--- src/rtl/bram_sort_pkg.sv ---
// bram_sort_pkg: shared state encoding and default geometry for the in-place BRAM bubble sorter.
package bram_sort_pkg;
    localparam int STATE_W        = 3;
    localparam int DEF_ADDR_WIDTH = 3;
    localparam int DEF_DATA_WIDTH = 4;

    typedef enum logic [STATE_W-1:0] {
        IDLE, RD_A, RD_B, CMP, WR_A, WR_B, NEXT, DONE
    } state_t;
endpackage

--- src/rtl/bram_sort_ctrl.sv ---
// bram_sort_ctrl: in-place ascending bubble sort over a single-port, 1-cycle-latency memory.
// Define BRAM_SORT_EARLY_EXIT_EN to stop after the first pass that performs no swap.
module bram_sort_ctrl
    import bram_sort_pkg::*;
#(
    parameter int ADDR_WIDTH = DEF_ADDR_WIDTH,
    parameter int DATA_WIDTH = DEF_DATA_WIDTH
) (
    input  logic                    clk,
    input  logic                    rst_n,
    input  logic                    start,
    output logic                    mem_we,
    output logic [ADDR_WIDTH-1:0]   mem_addr,
    output logic [DATA_WIDTH-1:0]   mem_di,
    input  logic [DATA_WIDTH-1:0]   mem_do,
    output logic                    busy,
    output logic                    done,
    output logic [2*ADDR_WIDTH-1:0] swap_cnt
);
    localparam int CW = 2 * ADDR_WIDTH;

    state_t                state_q, state_d;
    logic [ADDR_WIDTH-1:0] i_q, i_d, last_q, last_d;
    logic [DATA_WIDTH-1:0] a_q, a_d, b_q, b_d;
    logic                  swapped_q, swapped_d;
    logic [CW-1:0]         swap_cnt_q, swap_cnt_d;
    logic                  early_exit;

`ifdef BRAM_SORT_EARLY_EXIT_EN
    assign early_exit = !swapped_q;
`else
    assign early_exit = 1'b0;
`endif

    assign swap_cnt = swap_cnt_q;

    always_ff @(posedge clk or negedge rst_n) begin
        if (!rst_n) begin
            state_q    <= IDLE;
            i_q        <= '0;
            last_q     <= '0;
            a_q        <= '0;
            b_q        <= '0;
            swapped_q  <= 1'b0;
            swap_cnt_q <= '0;
        end else begin
            state_q    <= state_d;
            i_q        <= i_d;
            last_q     <= last_d;
            a_q        <= a_d;
            b_q        <= b_d;
            swapped_q  <= swapped_d;
            swap_cnt_q <= swap_cnt_d;
        end
    end

    always_comb begin
        state_d    = state_q;
        i_d        = i_q;
        last_d     = last_q;
        a_d        = a_q;
        b_d        = b_q;
        swapped_d  = swapped_q;
        swap_cnt_d = swap_cnt_q;
        mem_we     = 1'b0;
        mem_addr   = i_q;
        mem_di     = '0;
        busy       = 1'b1;
        done       = 1'b0;
        case (state_q)
            IDLE: begin
                busy     = 1'b0;
                mem_addr = '0;
                if (start) begin
                    i_d        = '0;
                    last_d     = '1;
                    swapped_d  = 1'b0;
                    swap_cnt_d = '0;
                    state_d    = RD_A;
                end
            end
            RD_A: state_d = RD_B;
            RD_B: begin
                mem_addr = i_q + ADDR_WIDTH'(1);
                a_d      = mem_do;
                state_d  = CMP;
            end
            // b arrives this cycle, so compare against the live read data
            CMP: begin
                b_d     = mem_do;
                state_d = (a_q > mem_do) ? WR_A : NEXT;
            end
            WR_A: begin
                mem_we  = 1'b1;
                mem_di  = b_q;
                state_d = WR_B;
            end
            WR_B: begin
                mem_we     = 1'b1;
                mem_addr   = i_q + ADDR_WIDTH'(1);
                mem_di     = a_q;
                swapped_d  = 1'b1;
                swap_cnt_d = swap_cnt_q + CW'(1);
                state_d    = NEXT;
            end
            NEXT: begin
                if (i_q < last_q - ADDR_WIDTH'(1)) begin
                    i_d     = i_q + ADDR_WIDTH'(1);
                    state_d = RD_A;
                end else if (last_q == ADDR_WIDTH'(1) || early_exit) begin
                    state_d = DONE;
                end else begin
                    last_d    = last_q - ADDR_WIDTH'(1);
                    i_d       = '0;
                    swapped_d = 1'b0;
                    state_d   = RD_A;
                end
            end
            DONE: begin
                busy     = 1'b0;
                done     = 1'b1;
                mem_addr = '0;
                state_d  = IDLE;
            end
            default: state_d = IDLE;
        endcase
    end
endmodule

--- config.mk ---
export PLATFORM = sky130hd
export DESIGN_NAME = bram_sort_ctrl
export DESIGN_NICKNAME = d
export VERILOG_FILES = /design/src/rtl/bram_sort_pkg.sv /design/src/rtl/bram_sort_ctrl.sv
export SDC_FILE = /design/constraint.sdc
export NUM_CORES = 1
export LEC_CHECK = 0
export CORE_ASPECT_RATIO = 1.1
export CORE_UTILIZATION = 35
export CTS_BUF_LIST = sky130_fd_sc_hd__clkbuf_8
export DETAILED_ROUTE_END_ITERATION = 8
export MAX_ROUTING_LAYER = met4
export PLACE_DENSITY = 0.53
export RECOVER_POWER = 25
export SLEW_MARGIN = 20
export SYNTH_ARGS = -nofsm -noshare
export SYNTH_HDL_FRONTEND = slang
export SYNTH_SLANG_ARGS = --single-unit
--- constraint.sdc ---
create_clock -name clk -period 2.4 [get_ports clk]
set_clock_uncertainty 0.1 [all_clocks]
set_input_delay 0.24 -clock clk [delete_from_list [all_inputs] [get_ports clk]]
set_output_delay 0.24 -clock clk [all_outputs]
set_load 0.01 [all_outputs]
==> reports/metrics.sh <==
FINALSETUPVIOLATIONS=0
DPL_CELL_AREA_UM2=1730
WORST_SLEW_PIN_SLEW_NS=1.27
CHIPHEIGHT_UM=69.1
WL_UM=3090
CORE_REGION_AREA_UM2=3930
WORST-SETUP-PATH-TYPE='reg -> out'
DRIVE_GT1_SHARE_PCT=16.7
CRITPATHREQUIREDTIME_NS=2.06
R2R-START='last_q[0]'
DETAILED_PLACER_S_ENDING_HPWL_UM=2340
CAP_VIOLATIONS=0
SYNTH.CELL_AREA_UM2=1430
YOSYS.CELL_COUNT.TOP_TYPE='sky130_fd_sc_hd__dfrtp_1'
TOP_LEVEL_PORTS=23
POWER.DENSITY_nW_PER_UM2=1170
SYNTH-EDFF-COUNT=0
CTSHOLDBUFFERS=0
DRT_PASS1_ITERATIONS=4
DIODES=0
WORST_HOLD_SLACK_NS=0.385
FIN_WS_NS=0.0964
TRITONCTS='done'
FINAL_AREA_UM2=1820
INITIAL_UTILIZATION_PCT=36.4
REMAINING_DRC_ERRORS=0
YS.FLOP_TYPE='sky130_fd_sc_hd__dfrtp_1'
POSTSYNTHREGISTERBITS=23
DRT.ANTENNA.VIOLATING_NETS=0
DRT-INITIAL-DRC-COUNT=38
YS_TOP_CELLS_BY_COUNT='23 x sky130_fd_sc_hd__dfrtp_1, 20 x sky130_fd_sc_hd__nor2_1, 12 x sky130_fd_sc_hd__o21ai_0'
CTS_ROOT_BUFFER='sky130_fd_sc_hd__clkbuf_8'
GRT_MAX_DEGREE=24
SYNTHESIS.NETS=166
GP_ROUTABILITY_CONGESTION=0.838
GRT_SETUP_UNREPAIRED='no'
CLOCK_INSERTION_DELAY_WORST_SKEW_NS=0.28
TIMING.CRITICAL_PATH.ARRIVAL_NS=1.96
SYNTH.TOP_CELLS.BY_AREA='sky130_fd_sc_hd__dfrtp_1 40%, sky130_fd_sc_hd__ha_1 8.7%, sky130_fd_sc_hd__mux2i_1 5.6%'
SYNTHARSTFLOPSHARE_PCT=100
YOSYSSEQAREASHARE_PCT=40.2
PORTBUFFERS=22
PRE_CTS_SLACK_NS=0.226
ROWS=24
DR_TOTAL_VIAS=1167
CRITICAL_PATH.STARTPOINT_TYPE='flop'
NETS=198
FIRST_PASS_GRT_WIRE_LENGTH_UM=5380
FINAL_MAX_SLEW_VIOL_COUNT=0
GLOBALROUTE.TOTALOVERFLOW=0
SYNTH-WARNING-COUNT=0
SYN_AVG_CELL_AREA_UM2=9.61
FINAL.FILL_COUNT=397
SYNTHDISTINCTLIBCELLS=36
NUMBER_OF_ANTENNA_VIOLATIONS_AT_THE_FIRST_CHECK_IN_GLOBAL_ROUTING=0
SYNTH_TOP_CELL_BY_AREA='sky130_fd_sc_hd__dfrtp_1'
FINAL-HOLD-VIOLATION-COUNT=0
GRT_USE_TOTAL_PCT=16.1
OUTCOME='finished, final reports clean'
CTS_SINKS=23
TIMING.FINAL.CRIT_PERIOD_NS=2.30
NUMBER_OF_GLOBAL_ROUTE_VIAS_BEFORE_REPAIR=1216
FINALCOREUTILIZATION_PCT=46.2
CLK_TRANSITION_REPORTED_PATHS_NS=0.09
VDD_IR_DROP_MAX_mV=0.461
FLOORPLAN.DIE.WIDTH_UM=63
RELSLEWSLACK_PCT=15.1
TIMING.SETUP.TNS_NS=0
CELLLEAKAGEPOWER_uW=0.000838
SYN2LAYOUT_AREA_GROWTH_PCT=26.9
MAX-CLOCK-PATH-BUFFERS=2
SYNTH_TOP_CELL_AREA_SHARE_PCT=40.2
DIEAREA_UM2=4350
CRITPATHMAXFANOUT=11
HOLD_PATH_CLASS='reg -> reg'
MIN-DELAY-START='swap_cnt[5]'
ROUTED_WIRE_LENGTH_PER_INSTANCE_UM=13.3
CRIT_START='state_q[1]'
MAX_FREQ_MHz=434
H-TREE-DEPTH=1
POST_SYNTH_INST_COUNT=149
POST-ROUTE-PERIOD-UTIL_PCT=96.0
VIAS_PER_CELL=5.03
CP-END-KIND='output port'
NUMCTSBUFFERS=3
layout by cell type, fill, tap and decap left out, types with 2 or more instances in the layout:
master,count
sky130_fd_sc_hd__o21ai_0,12
sky130_fd_sc_hd__buf_4,9
sky130_fd_sc_hd__o211ai_1,2
sky130_fd_sc_hd__a22o_1,3
sky130_fd_sc_hd__nor2_1,20
sky130_fd_sc_hd__nand4_1,2
sky130_fd_sc_hd__clkdlybuf4s50_1,20
sky130_fd_sc_hd__dfrtp_1,20
sky130_fd_sc_hd__o21a_1,2
sky130_fd_sc_hd__ha_1,9
sky130_fd_sc_hd__dfrtp_2,3
sky130_fd_sc_hd__nor2b_1,2
sky130_fd_sc_hd__inv_1,7
sky130_fd_sc_hd__mux2_2,6
sky130_fd_sc_hd__nand2_1,11
sky130_fd_sc_hd__and3_1,2
sky130_fd_sc_hd__xor2_1,2
sky130_fd_sc_hd__mux2i_1,8
sky130_fd_sc_hd__a21oi_1,7
sky130_fd_sc_hd__nand2b_1,4
sky130_fd_sc_hd__clkbuf_8,3
sky130_fd_sc_hd__nand3_1,4
sky130_fd_sc_hd__nor3_1,3
layout make-up:
cell class | instances | area [um^2] | share of cell area (%)
Clock inverter | 1 | 7.51 | 0.413
Inverter | 8 | 30.0 | 1.65
Tap cell | 52 | 65.1 | 3.58
Sequential cell | 23 | 579 | 31.9
Timing Repair Buffer | 32 | 294 | 16.2
Multi-Input combinational cell | 113 | 801 | 44.0
Clock buffer | 3 | 41.3 | 2.27
registers in the layout (all words and copies together) (netlist names):
| register | flops |
|---|---|
| swap_cnt | 6 |
| a_q | 4 |
| b_q | 4 |
| i_q | 3 |
| last_q | 3 |
| state_q | 3 |
layer usage:
layer | part of all wire, % | vias up | global-route usage [%]
li1 | - | 589 | -
met1 | 46 | 558 | 19.5
met2 | 50 | 16 | 27.5
met3 | 2.6 | 4 | 2.65
met4 | 0.91 | 0 | 3.88
met5 | 0 | - | -
what timing repair did:
action                     in CTS  in global routing
gates resized for setup         3                  2
setup endpoints to repair       2                  3
pin swaps                       0                  0
buffers inserted                2                  2
logic make-up after synthesis:
kind of cell	Yosys count	share of synthesized area [%]
adders and majority gates	10	8.73
muxes	14	10.3
xor gates and xnor gates	3	1.83
AOI/OAI and AO/OA	31	13.6
buffers and inverters	13	4.10
DFF	23	40.2
and+or+nand+nor	55	21.2
through the flow:
stage | total power (uW) | std cells
global placement | 1810 | 224
detailed placement | 1830 | 224
floorplan | 1420 | 149
global route | 2320 | 232
CTS | 2130 | 230
finish | 2140 | 232
where the power goes:
group	internal, uW	switching, uW
combinational	610	539
sequential	545	176
clock	118	147
total	1270	862
worst paths after layout:
| check | to | slack, ns | cells after the start |
|---|---|---|---|
| max in group asynchronous | i_q[0] | 0.71 | 2 |
| min | swap_cnt[5] | 0.39 | 1 |
| min reg2reg | swap_cnt[5] | 0.39 | 1 |
| max | mem_addr[1] | 0.1 | 5 |
| max reg2reg | i_q[0] | 0.33 | 8 |
| min in group asynchronous | last_q[2] | 0.65 | 2 |
worst max-delay path, cell delays in order, from the launching register on:
cell and delay [ns]:
sky130_fd_sc_hd__dfrtp_2 0.50, sky130_fd_sc_hd__buf_4 0.17, sky130_fd_sc_hd__and3b_1 0.33, sky130_fd_sc_hd__o21ai_0 0.11
sky130_fd_sc_hd__nand2_1 0.06, sky130_fd_sc_hd__clkdlybuf4s50_1 0.52
(Power assumes the default switching activity.)
